### src/rtl/tx_block_framer_if.sv
`default_nettype none
// ============================================================================
// Module   : aurora_pkg / tx_block_framer_if
// Desc     : Block-kind encoding shared with data_controller, and the block
//            bus between the data source and the tx_block_framer.
// Revision : 1.0 - initial release
// ============================================================================

`ifndef AXI_DATA_SIZE
`define AXI_DATA_SIZE 64
`endif

package aurora_pkg;
    typedef enum logic [2:0] {
        IDLE      = 3'd0,
        DATA      = 3'd1,
        NATIVE_FC = 3'd2,
        USER_FC   = 3'd3,
        CLK_COMP  = 3'd4,
        USER_K    = 3'd5
    } ordered_sets_e;
endpackage

interface tx_block_framer_if;
    import aurora_pkg::*;

    logic                      in_strobe;
    ordered_sets_e             ordered_sets;
    logic [`AXI_DATA_SIZE-1:0] data_in;
    logic [65:0]               blk_out;
    logic                      blk_valid;
    logic                      cc_active;

    modport master (
        output in_strobe, ordered_sets, data_in,
        input  blk_out, blk_valid, cc_active
    );

    modport slave (
        input  in_strobe, ordered_sets, data_in,
        output blk_out, blk_valid, cc_active
    );
endinterface

`default_nettype wire

### src/rtl/tx_block_framer.sv
`default_nettype none
// ============================================================================
// Module   : tx_block_framer
// Desc     : 64b/66b framer: sync header + x^58+x^39+1 scrambler, one-cycle
//            latency. Define CC_INSERT_EN to compile in periodic CC insertion.
// Revision : 1.0 - initial release
// ============================================================================
module tx_block_framer
    import aurora_pkg::*;
#(
    parameter int unsigned CC_PERIOD = 5000,
    parameter int unsigned CC_LEN    = 3
) (
    input  wire logic          clk,
    input  wire logic          rst_n,
    input  wire logic          single_lane,
    output logic               lane_mode,
    tx_block_framer_if.slave   bus
);

    localparam logic [57:0] SCR_SEED    = 58'h3FF_FFFF_FFFF_FFFF;
    localparam logic [1:0]  SYNC_DATA   = 2'b01;
    localparam logic [1:0]  SYNC_CTRL   = 2'b10;

    logic [57:0] scr_q, scr_d;
    logic [57:0] scr_tmp;
    logic [63:0] scr_out;
    logic [63:0] payload_sel;
    logic [1:0]  sync_sel;
    logic        cc_sel;

    logic [65:0] blk_out_q, blk_out_d;
    logic        blk_valid_q, blk_valid_d;
    logic        lane_mode_q, lane_mode_d;

`ifdef CC_INSERT_EN
    typedef enum logic [1:0] {
        ST_COUNT   = 2'd0,
        ST_PENDING = 2'd1,
        ST_INSERT  = 2'd2
    } cc_state_e;

    localparam logic [63:0] CC_PAYLOAD = 64'h7880_0000_0000_0000;
    localparam logic [15:0] CNT_LAST   = 16'(CC_PERIOD - 1);
    localparam logic [2:0]  REM_INIT   = 3'(CC_LEN - 1);

    cc_state_e   state_q, state_d;
    logic [15:0] cnt_q, cnt_d;
    logic [2:0]  rem_q, rem_d;
    logic        cnt_wrap;
    logic        is_idle;
    logic        cc_active_q, cc_active_d;

    always_comb begin
        state_d  = state_q;
        cnt_d    = cnt_q;
        rem_d    = rem_q;
        cc_sel   = 1'b0;
        cnt_wrap = (cnt_q == CNT_LAST);
        is_idle  = (bus.ordered_sets == IDLE);
        if (bus.in_strobe) begin
            cnt_d = cnt_wrap ? 16'd0 : cnt_q + 16'd1;
            // A wrap only matters in COUNT; later wraps never queue a second request.
            case (state_q)
                ST_COUNT: begin
                    if (cnt_wrap) begin
                        state_d = ST_PENDING;
                    end
                end
                ST_PENDING: begin
                    if (is_idle) begin
                        cc_sel = 1'b1;
                        if (CC_LEN == 1) begin
                            state_d = ST_COUNT;
                        end else begin
                            state_d = ST_INSERT;
                            rem_d   = REM_INIT;
                        end
                    end
                end
                ST_INSERT: begin
                    if (is_idle) begin
                        cc_sel = 1'b1;
                        rem_d  = rem_q - 3'd1;
                        if (rem_q == 3'd1) begin
                            state_d = ST_COUNT;
                        end
                    end
                end
                default: begin
                    state_d = ST_COUNT;
                end
            endcase
        end
    end

    always_ff @(posedge clk or negedge rst_n) begin
        if (!rst_n) begin
            state_q     <= ST_COUNT;
            cnt_q       <= 16'd0;
            rem_q       <= 3'd0;
            cc_active_q <= 1'b0;
        end else begin
            state_q     <= state_d;
            cnt_q       <= cnt_d;
            rem_q       <= rem_d;
            cc_active_q <= cc_active_d;
        end
    end

    assign cc_active_d   = bus.in_strobe & cc_sel;
    assign payload_sel   = cc_sel ? CC_PAYLOAD : bus.data_in;
    assign bus.cc_active = cc_active_q;
`else
    assign cc_sel        = 1'b0;
    assign payload_sel   = bus.data_in;
    assign bus.cc_active = 1'b0;
`endif

    assign sync_sel = (cc_sel || (bus.ordered_sets != DATA)) ? SYNC_CTRL : SYNC_DATA;

    // Bit 0 goes through first; each scrambled bit is fed back into s[0].
    always_comb begin
        scr_tmp = scr_q;
        scr_out = 64'd0;
        for (int i = 0; i < 64; i++) begin
            scr_out[i] = payload_sel[i] ^ scr_tmp[38] ^ scr_tmp[57];
            scr_tmp    = {scr_tmp[56:0], scr_out[i]};
        end
        scr_d = bus.in_strobe ? scr_tmp : scr_q;
    end

    always_comb begin
        blk_valid_d = bus.in_strobe;
        blk_out_d   = bus.in_strobe ? {sync_sel, scr_out} : blk_out_q;
        lane_mode_d = single_lane;
    end

    always_ff @(posedge clk or negedge rst_n) begin
        if (!rst_n) begin
            scr_q       <= SCR_SEED;
            blk_out_q   <= 66'd0;
            blk_valid_q <= 1'b0;
            lane_mode_q <= 1'b0;
        end else begin
            scr_q       <= scr_d;
            blk_out_q   <= blk_out_d;
            blk_valid_q <= blk_valid_d;
            lane_mode_q <= lane_mode_d;
        end
    end

    assign bus.blk_out   = blk_out_q;
    assign bus.blk_valid = blk_valid_q;
    assign lane_mode     = lane_mode_q;

endmodule

`default_nettype wire

### src/flat_wrapper.sv
// flat-port wrapper written by rule: the top's interface ports become plain ports
module tx_block_framer_flat import aurora_pkg::*;
#(
    parameter int unsigned CC_PERIOD = 5000,
    parameter int unsigned CC_LEN    = 3
)
  (clk, rst_n, single_lane, lane_mode, bus_in_strobe, bus_ordered_sets, bus_data_in, bus_blk_out, bus_blk_valid, bus_cc_active);
  tx_block_framer_if bus_i ();
  input  wire logic clk;
  input  wire logic rst_n;
  input  wire logic single_lane;
  output logic lane_mode;
  input wire logic [$bits(bus_i.in_strobe)-1:0] bus_in_strobe;
  input wire logic [$bits(bus_i.ordered_sets)-1:0] bus_ordered_sets;
  input wire logic [$bits(bus_i.data_in)-1:0] bus_data_in;
  output wire logic [$bits(bus_i.blk_out)-1:0] bus_blk_out;
  output wire logic [$bits(bus_i.blk_valid)-1:0] bus_blk_valid;
  output wire logic [$bits(bus_i.cc_active)-1:0] bus_cc_active;
  assign bus_i.in_strobe = bus_in_strobe;
  assign bus_i.ordered_sets = bus_ordered_sets;
  assign bus_i.data_in = bus_data_in;
  assign bus_blk_out = bus_i.blk_out;
  assign bus_blk_valid = bus_i.blk_valid;
  assign bus_cc_active = bus_i.cc_active;
  tx_block_framer #(.CC_PERIOD(CC_PERIOD), .CC_LEN(CC_LEN)) u_core (.clk(clk), .rst_n(rst_n), .single_lane(single_lane), .lane_mode(lane_mode), .bus(bus_i));
endmodule
### config.mk
export PLATFORM = sky130hd
export DESIGN_NAME = tx_block_framer_flat
export DESIGN_NICKNAME = d
export VERILOG_FILES = /design/src/rtl/tx_block_framer_if.sv /design/src/rtl/tx_block_framer.sv /design/src/flat_wrapper.sv
export SDC_FILE = /design/constraint.sdc
export NUM_CORES = 1
export LEC_CHECK = 0
export ABC_AREA = 1
export BUFFER_PORTS_ARGS = -buffer_cell sky130_fd_sc_hd__buf_2
export CORE_ASPECT_RATIO = 1.5
export CORE_MARGIN = 5
export CORE_UTILIZATION = 49
export DETAILED_ROUTE_END_ITERATION = 8
export GPL_TIMING_DRIVEN = 0
export PLACE_DENSITY = 0.84
export SLEW_MARGIN = 20
export SYNTH_ARGS = -nofsm -noshare
export SYNTH_HDL_FRONTEND = slang
export SYNTH_SLANG_ARGS = --single-unit
### constraint.sdc
create_clock -name clk -period 3 [get_ports clk]
set_clock_uncertainty 0.1 [all_clocks]
set_input_delay 0.3 -clock clk [delete_from_list [all_inputs] [get_ports clk]]
set_output_delay 0.3 -clock clk [all_outputs]
set_load 0.05 [all_outputs]
==> results of run 1 <==
## layer usage
| layer | GRT usage [%] | wire length, um | vias up |
|---|---|---|---|
| met5 | 0 | 0 | - |
| met4 | 13.17 | 684 | 0 |
| met3 | 5.416 | 1274 | 59 |
| met2 | 42.92 | 9363 | 224 |
| met1 | 29.15 | 6820 | 2613 |
| li1 | - | - | 2670 |
## registers in the layout (all words and copies together), names as in the netlist
name / flops
u_core.lane_mode: 1
u_core.bus.blk_out: 66
u_core.bus.blk_valid: 1
u_core.scr_q: 58
## worst max-delay path, cell delays in order
cell,delay [ns]
dlygate4sd3_1,0.53
buf_2,0.15
buf_1,0.59
nand3_1,0.26
o21ai_0,0.14
## cell type report
type | instances | area share (%)
Buffer | 21 | 1.462
Clock inverter | 7 | 1.105
Multi-Input combinational cell | 546 | 33.31
Timing Repair Buffer | 143 | 10.06
Antenna cell | 1 | 0.03249
Inverter | 68 | 3.314
Clock buffer | 25 | 6.304
Tap cell | 156 | 2.535
Sequential cell | 126 | 41.88
## power by group
| group | switching, mW | internal [mW] |
|---|---|---|
| Clock | 0.726 | 1.28 |
| Sequential | 0.646 | 2.82 |
| Combinational | 3.40 | 1.38 |
## through the flow
step	TNS, ns	util [%]
finish	0	62.17
global route	0	62.17
CTS	0	62.15
detailed placement	0	57.30
global placement	-3.276	56.87
floorplan	0	-
## what timing repair did
| item | CTS | global route |
|---|---|---|
| setup buffers | 0 | 0 |
| hold buffers | 3 | 0 |
| endpoints found under the hold margin | 50 | 0 |
## cell families after synthesis
logic type	share of synthesized area, %
buffers and inverters	5.973
AO/OA/AOI/OAI	2.641
flip-flops	52.38
AND/OR/NAND/NOR	30.41
XOR/XNOR	8.533
other	0.06089
## worst max-delay path by stage
stage | endpoint | slack (ns) | cells after the start
after CTS | u_core.scr_q[22]$_DFFE_PN1P_ | 1.26 | 5
final | u_core.scr_q[22]$_DFFE_PN1P_ | 1.25 | 5
after floorplan | u_core.bus.blk_out[43]$_DFFE_PN0P_ | 1.68 | 8
after global routing | u_core.scr_q[36]$_DFFE_PN1P_ | 1.17 | 5
after global placement | u_core.bus.blk_out[24]$_DFFE_PN0P_ | -0.06 | 1
after detailed placement | u_core.scr_q[22]$_DFFE_PN1P_ | 1.39 | 4
## Yosys cell counts, drive strengths merged
library cell / n
inv: 68
a21o: 1
conb: 1
dfrtp: 68
nand3: 79
nand2: 353
o21ai: 30
clkbuf: 8
xnor2: 46
or2: 17
xor2: 14
a21oi: 1
nand3b: 1
dfstp: 58
dlygate4sd1: 1
nor2: 3
buf: 12
==> impl_metrics.ini, run 1 <==
[status]
status = complete, no violations

[sta]
fin_ws_ns = 1.245
max_slew_margin_pct = 41.18
tightest_slew_ns = 0.8824
finalSetupViolCount = 0
timing.hold.ws_ns = 0.05479
rsz0062_at_grt = false
timing.final.crit_share_pct = 58.49
timing.final.hold_violations = 0
fmax_ghz = 0.5699
maxSlewViolCount = 0
min_period_ns = 1.755

[floorplan]
ioPinCount = 140
rows = 50
coreArea_um2 = 12390
die_x_um = 101.5
die_area_um2 = 14960
die_y_um = 147.3
start_util_pct = 49.72

[cts]
cts_tree = done
clock_latency_ns = 0.41
cts_buffers = 17
clockRootBuffer = clkbuf_16
htreeDepth = 4
cts_resized = 0
cts_sinks = 126
clockBufferDepth = 2
path_clk_slew_ns = 0.05

[worst_setup_path]
arrival_ns = 1.98
r2r-end = u_core.scr_q[22]$_DFFE_PN1P_
setup.worst_path.class = primary input to flip-flop
setup.worst_path.end_class = flip-flop
crit_required_ns = 3.23
reg2reg_from = u_core.scr_q[36]$_DFFE_PN1P_
crit_fanout = 10
rrSetupSlack_ns = 1.49
startpoint = bus_in_strobe
cp-start-kind = primary input
ff2ff_path_depth = 6

[synth]
ys_warn_count = 0
synth.top_cell.area_share_pct = 27.63
syn_inst = 761
yosys-top-cells-area = dfrtp_1 (28%), dfstp_2 (25%), nand2_1 (21%)
ys_seq_area_share_pct = 52.38
synth_area_um2 = 6158
avgSynthCellArea_um2 = 8.093
synth_top_area_cell = dfrtp_1
ys_types = 24
syn_nets = 832
ys_ff_latch = 126

[placed_design]
place_ws_ns = 1.393
dp_cells = 1057
dpl-instance-area_um2 = 7098
place_congestion = 0.8630
io_buffer_count = 138
dp_hpwl_um = 12830

[cells_and_area]
mostFrequentLayoutCells = nand2_1 (346), buf_2 (146), nand3_1 (77)
nNetsFinal = 994
multi_input_comb_area_um2 = 2565
final_cells = 1093
layout_commonest_cell = nand2_1
syn2layout_area_growth_pct = 25.05
drive_gt1_share_pct = 26.39
final_area_um2 = 7701
fillers = 1073
seq_area_um2 = 3226

[detailed_routing]
wl_per_cell_um = 16.60
via_count = 5566
first_pass_iters = 5
routed_wl_um = 18140
drt-initial-drc-count = 383
final_antenna_net_count = 0
route.detailed.drc = 0
viasPerCell = 5.092

[grt]
overflow = 0
grt_pass1_vias = 5706
grt_pass1_wl_um = 28530
grt_max_degree = 69
grt_usage_pct = 25.19
antenna_found_initial = 1

[power_and_ir_drop]
peakVddDrop_v = 0.0005791
power_per_cell_area_nw_per_um2 = 1332
leakagePower_nw = 4.175
total_power_mw = 10.26

[hold_path]
hold_end = u_core.bus.blk_out[64]$_DFFE_PN0P_
hp-start = bus_ordered_sets[0]
hp-class = primary input to flip-flop
holdPathStages = 3

[job]
maxCapViolCount = 0
No activity file was read; power rests on OpenSTA's default activity.
==> inputs of run 2 (changes only) <==
Settings changed: PLACE_DENSITY 0.84 to 0.87.
Clock period 3 ns to 1.5 ns, I/O delays scaled along.
==> run 2 against run 1 <==
Register-to-register slack lost 1.5 ns. Largest cell class unchanged. Via count grew 4.1%. Clock power grew 130%. Worst setup slack lost 1.2 ns. Combinational power grew 110%. Sequential cell count is the same. Worst hold slack lost 0.034 ns. First-iteration DRC count shrank 12%.
==> impl_metrics.ini, run 2 (synthesis gave the netlist of run 1 again) <==
[worst_setup_path]
crit_buf_inv = 1
cpMaxStageDelayCell = dfstp_2
path_cells = inv_2 -> nand2_2 -> nand2_1 -> nand2_1 -> nand2_2 -> or2_1 -> nand3_2 -> nand2_1
cpPeakStageDelay_ns = 0.54
crit_family = simple AND/OR/NAND/NOR gates
startpoint = u_core.scr_q[53]$_DFFE_PN1P_
setup.worst_path.class = flip-flop to flip-flop
cp-start-kind = flip-flop
crit_required_ns = 1.71
reg2reg_from = u_core.scr_q[53]$_DFFE_PN1P_
setup.worst_path.end_class = flip-flop
crit_top_cell = nand2_1
crit_fanout = 5
arrival_ns = 1.68

[detailed_routing]
drt-initial-drc-count = 337
wl_per_cell_um = 17.15
via_count = 5796
final_antenna_net_count = 0
viasPerCell = 5.245
route.detailed.drc = 0
routed_wl_um = 18950
first_pass_iters = 6

[cells_and_area]
fillers = 986
largest_reg_flops = 66
multi_input_comb_area_um2 = 2663
layout_commonest_cell = nand2_1
seq_area_um2 = 3226
nNetsFinal = 1007
mostFrequentLayoutCells = nand2_1 (338), buf_2 (146), dfrtp_1 (68)
drive_gt1_share_pct = 30.87
syn2layout_area_growth_pct = 29.78
num_antenna_cells = 0
fin_util_pct = 64.53

[cts]
clock_latency_ns = 0.42
cts_buffers = 17
clockBufferDepth = 2
clockRootBuffer = clkbuf_16
cts_tree = done
path_clk_slew_ns = 0.06
cts_sinks = 126
htreeDepth = 4

[sta]
fmax_ghz = 0.6792
timing.final.crit_share_pct = 98.16
tightest_slew_ns = 0.8896
max_slew_margin_pct = 40.70
timing.final.hold_violations = 0
rsz0062_at_grt = true
maxSlewViolCount = 0
fin_ws_ns = 0.02759
min_period_ns = 1.472
tns_ns = 0
finalSetupViolCount = 0

[power_and_ir_drop]
peakVddDrop_v = 0.001315
total_power_mw = 21.77
comb_power_share_pct = 46.8
p_sw_share_pct = 45.56
p_int_mw = 11.85
p_seq_share_pct = 31.7
power_per_cell_area_nw_per_um2 = 2724
switchingPower_mw = 9.920
leakagePower_nw = 4.302
power_frac_clock_pct = 21.5

[placed_design]
place_congestion = 0.8802
dp_hpwl_um = 13100
place_ws_ns = -0.02455
io_buffer_count = 138

[grt]
overflow = 0
grt_pass1_vias = 5923
grt_pass1_wl_um = 29530
antenna_found_initial = 1
grt_max_degree = 82
grt_usage_pct = 25.90

[floorplan]
die_x_um = 101.5
coreArea_um2 = 12390
rows = 50
die_y_um = 147.3
ioPinCount = 140
die_area_um2 = 14960
start_util_pct = 49.72

[hold_path]
hp-start = bus_data_in[47]
hp-class = primary input to flip-flop

[status]
status = complete, no violations

[job]
maxCapViolCount = 0
run 2: stage by stage:
stage | area, um2 | hold slack (ns) | instances
5_1_grt | 7993 | 0.07228 | 1105
6_report | 7993 | 0.02104 | 1105
2_1_floorplan | 6158 | -0.2456 | 761
3_3_place_gp | 7044 | 0.1576 | 1055
4_1_cts | 7818 | 0.004398 | 1093
3_5_place_dp | 7078 | 0.009678 | 1056
run 2: worst paths after layout:
kind | depth (start not counted) | slack [ns] | endpoint
setup / recovery | 8 | 0.03 | u_core.bus.blk_out[43]$_DFFE_PN0P_
hold / removal | 6 | 0.02 | u_core.scr_q[16]$_DFFE_PN1P_
setup reg to reg | 8 | 0.03 | u_core.bus.blk_out[43]$_DFFE_PN0P_
hold reg to reg | 2 | 0.37 | u_core.bus.blk_out[43]$_DFFE_PN0P_
max in group asynchronous | 3 | 0.39 | u_core.scr_q[39]$_DFFE_PN1P_
min in group asynchronous | 2 | 0.13 | u_core.bus.blk_out[1]$_DFFE_PN0P_
run 2: layout make-up:
| cell class | count | area share [%] |
|---|---|---|
| multi-input cells | 546 | 33.31 |
| plain buffers | 21 | 1.409 |
| clock inverters | 9 | 2.239 |
| well taps | 156 | 2.442 |
| flip-flops and latches | 126 | 40.36 |
| repair buffers | 156 | 10.82 |
| clock buffers | 23 | 6.230 |
| inverters | 68 | 3.193 |
run 2: what timing repair did:
item / 4_1_cts / 5_1_grt
pin swaps: 1 / 12
endpoints found under the hold margin: 49 / 0
endpoints found under the setup margin: 3 / 21
resized for setup: 4 / 28
setup buffers: 0 / 12
hold buffers: 5 / 0
run 2: power groups by stage:
| stage | Sequential (mW) | Clock [mW] | Combinational, mW |
|---|---|---|---|
| after floorplan | 9.67 | 0 | 4.31 |
| after detailed placement | 6.89 | 0 | 9.56 |
| after global routing | 7.09 | 4.86 | 11.1 |
| final | 6.91 | 4.67 | 10.2 |
| after global placement | 6.80 | 0 | 9.30 |
| after CTS | 6.88 | 4.70 | 9.75 |
run 2: worst register-to-register path, cell delays in order, from the launching register on:
cell and delay, ns:
dfstp_2 0.54, inv_2 0.05, nand2_2 0.07, nand2_1 0.05, nand2_1 0.06, nand2_2 0.09, or2_1 0.25, nand3_2 0.09
nand2_1 0.06
run 2: per-layer routing:
layer | vias up | track usage [%] | routed length [um]
met3 | 78 | 5.891 | 1463
met1 | 2748 | 29.51 | 6708
met2 | 271 | 44.36 | 9834
met5 | - | 0 | 8
met4 | 2 | 13.57 | 934
li1 | 2697 | - | -
==> inputs of run 3 (changes only) <==
Settings changed: PLACE_DENSITY 0.87 to 0.76.
==> run 3 against run 2 <==
Sequential share of layout area grew 0.97 points. Combinational power is essentially flat. Clock power shrank 20%. Sequential power is essentially flat. Worst setup slack gained 0.036 ns. Final cell count shrank 0.36%. Via count shrank 4.5%. Core utilization shrank 1.5 points. Routed wire length shrank 3.9%. Sequential cell count is the same.
==> impl_metrics.ini, run 3 (synthesis gave the netlist of run 1 again) <==
[power_and_ir_drop]
comb_power_share_pct = 48.2
p_int_mw = 10.95
p_sw_share_pct = 46.73
power_frac_clock_pct = 18.1
p_seq_share_pct = 33.7
power_per_cell_area_nw_per_um2 = 2633
switchingPower_mw = 9.604
leakagePower_nw = 4.221
peakVddDrop_v = 0.001405

[placed_design]
io_buffer_count = 138
place_ws_ns = 0.02965
dp_hpwl_um = 12770
place_congestion = 0.8769
dp_cells = 1056

[sta]
max_slew_margin_pct = 41.43
timing.final.crit_share_pct = 95.77
finalSetupViolCount = 0
tightest_slew_ns = 0.8786
min_period_ns = 1.437
fmax_ghz = 0.6961
timing.hold.ws_ns = 0.008252
fin_ws_ns = 0.06344
rsz0062_at_grt = true
timing.final.hold_violations = 0
maxSlewViolCount = 0

[cts]
cts_sinks = 126
cts_tree = done
clockRootBuffer = clkbuf_16
cts_buffers = 17
path_clk_slew_ns = 0.05
clockBufferDepth = 2
clock_latency_ns = 0.41
htreeDepth = 4

[floorplan]
ioPinCount = 140
die_x_um = 101.5
start_util_pct = 49.72
die_area_um2 = 14960
coreArea_um2 = 12390
die_y_um = 147.3
rows = 50

[worst_setup_path]
crit_required_ns = 1.71
ff2ff_path_depth = 8
setup.worst_path.class = flip-flop to flip-flop
crit_family = simple AND/OR/NAND/NOR gates
arrival_ns = 1.65
r2r-end = u_core.scr_q[22]$_DFFE_PN1P_
reg2reg_from = u_core.scr_q[55]$_DFFE_PN1P_
cpMaxStageDelayCell = dfstp_2
rrSetupSlack_ns = 0.06
cp.depth = 8
path_cells = inv_2 -> nand2_2 -> nand2_1 -> nand2_1 -> nand2_2 -> or2_1 -> nand3_2 -> o21ai_1
crit_buf_inv = 1
crit_fanout = 5
startpoint = u_core.scr_q[55]$_DFFE_PN1P_
critical_path.endpoint = u_core.scr_q[22]$_DFFE_PN1P_
cp-start-kind = flip-flop
setup.worst_path.end_class = flip-flop
cpPeakStageDelay_ns = 0.53

[cells_and_area]
multi_input_comb_area_um2 = 2643
seq_area_um2 = 3226
syn2layout_area_growth_pct = 26.74
layout_commonest_cell = nand2_1
drive_gt1_share_pct = 29.52
num_antenna_cells = 0
fillers = 1124
mostFrequentLayoutCells = nand2_1 (339), buf_2 (146), dfrtp_1 (68)
nNetsFinal = 1005
largest_reg_flops = 66
fin_util_pct = 63.01
final_cells = 1101

[hold_path]
hp-class = primary input to flip-flop

[grt]
grt_usage_pct = 24.91
overflow = 0
grt_max_degree = 74
grt_pass1_wl_um = 28080
antenna_found_initial = 0
grt_pass1_vias = 5619

[detailed_routing]
route.detailed.drc = 0
via_count = 5536
drt-initial-drc-count = 204
final_antenna_net_count = 0
first_pass_iters = 5
wl_per_cell_um = 16.55
viasPerCell = 5.028
routed_wl_um = 18220

[status]
status = complete, no violations

[job]
maxCapViolCount = 0
-- run 3: cell count changes in the layout (fill, tap and decap cells not counted), moves of 2 or more --
cell,before,now
clkbuf_1,8,13
nand3_1,63,65
nand3_2,16,14
clkinvlp_4,2,0
o21ai_0,28,26
bufinv_16,5,0
o21ai_1,0,4
o21ai_2,2,0
-- run 3: area by class of cell --
cell class / count / share of cell area, %
repair buffers: 154 / 10.85
clock inverters: 2 / 0.1282
clock buffers: 28 / 6.621
flip-flops and latches: 126 / 41.33
multi-input cells: 546 / 33.86
inverters: 68 / 3.270
well taps: 156 / 2.501
plain buffers: 21 / 1.443
-- run 3: worst min-delay path by stage --
| stage | from | slack, ns | endpoint | depth (start not counted) |
|---|---|---|---|---|
| final | bus_ordered_sets[1] | 0.008 | u_core.bus.blk_out[64]$_DFFE_PN0P_ | 4 |
| after floorplan | rst_n | -0.25 | u_core.bus.blk_out[0]$_DFFE_PN0P_ | 0 |
| after global routing | bus_ordered_sets[1] | 0.05 | u_core.bus.blk_out[64]$_DFFE_PN0P_ | 4 |
| after CTS | bus_ordered_sets[1] | 0.009 | u_core.bus.blk_out[64]$_DFFE_PN0P_ | 4 |
| after global placement | single_lane | 0.16 | u_core.lane_mode$_DFF_PN0_ | 1 |
| after detailed placement | rst_n | 0.13 | u_core.bus.blk_out[59]$_DFFE_PN0P_ | 1 |
-- run 3: power groups by stage --
stage,registers (mW),logic [mW],clock network [mW]
6_report,6.92,9.91,3.72
5_1_grt,7.11,10.8,3.91
4_1_cts,6.90,9.57,3.75
3_5_place_dp,6.91,9.49,0
3_3_place_gp,6.87,9.28,0
2_1_floorplan,9.67,4.31,0
-- run 3: through the flow --
step | TNS, ns | power [mW] | cell area, um2
2_1_floorplan | 0 | 13.97 | 6158
3_3_place_gp | -142.49 | 16.15 | 7044
3_5_place_dp | 0 | 16.41 | 7078
4_1_cts | 0 | 20.21 | 7645
5_1_grt | -0.01935 | 21.84 | 7805
6_report | 0 | 20.55 | 7805
-- run 3: what timing repair did --
action	CTS	global route
endpoints found under the hold margin	46	0
setup buffers	0	11
gates resized for setup	0	28
endpoints found under the setup margin	0	19
hold buffers	4	0
-- run 3: routing by layer --
metal | global-route usage (%) | wire length [um] | vias to the layer above
met5 | 0 | 0 | -
li1 | - | - | 2687
met3 | 4.941 | 922 | 39
met1 | 29.37 | 7260 | 2647
met4 | 11.51 | 584 | 0
met2 | 42.89 | 9449 | 163
-- run 3: tightest hold or removal path: stages --
cell     delay, ns
buf_2         0.07
nor2_1        0.03
a21oi_1       0.16
nor2_1        0.06
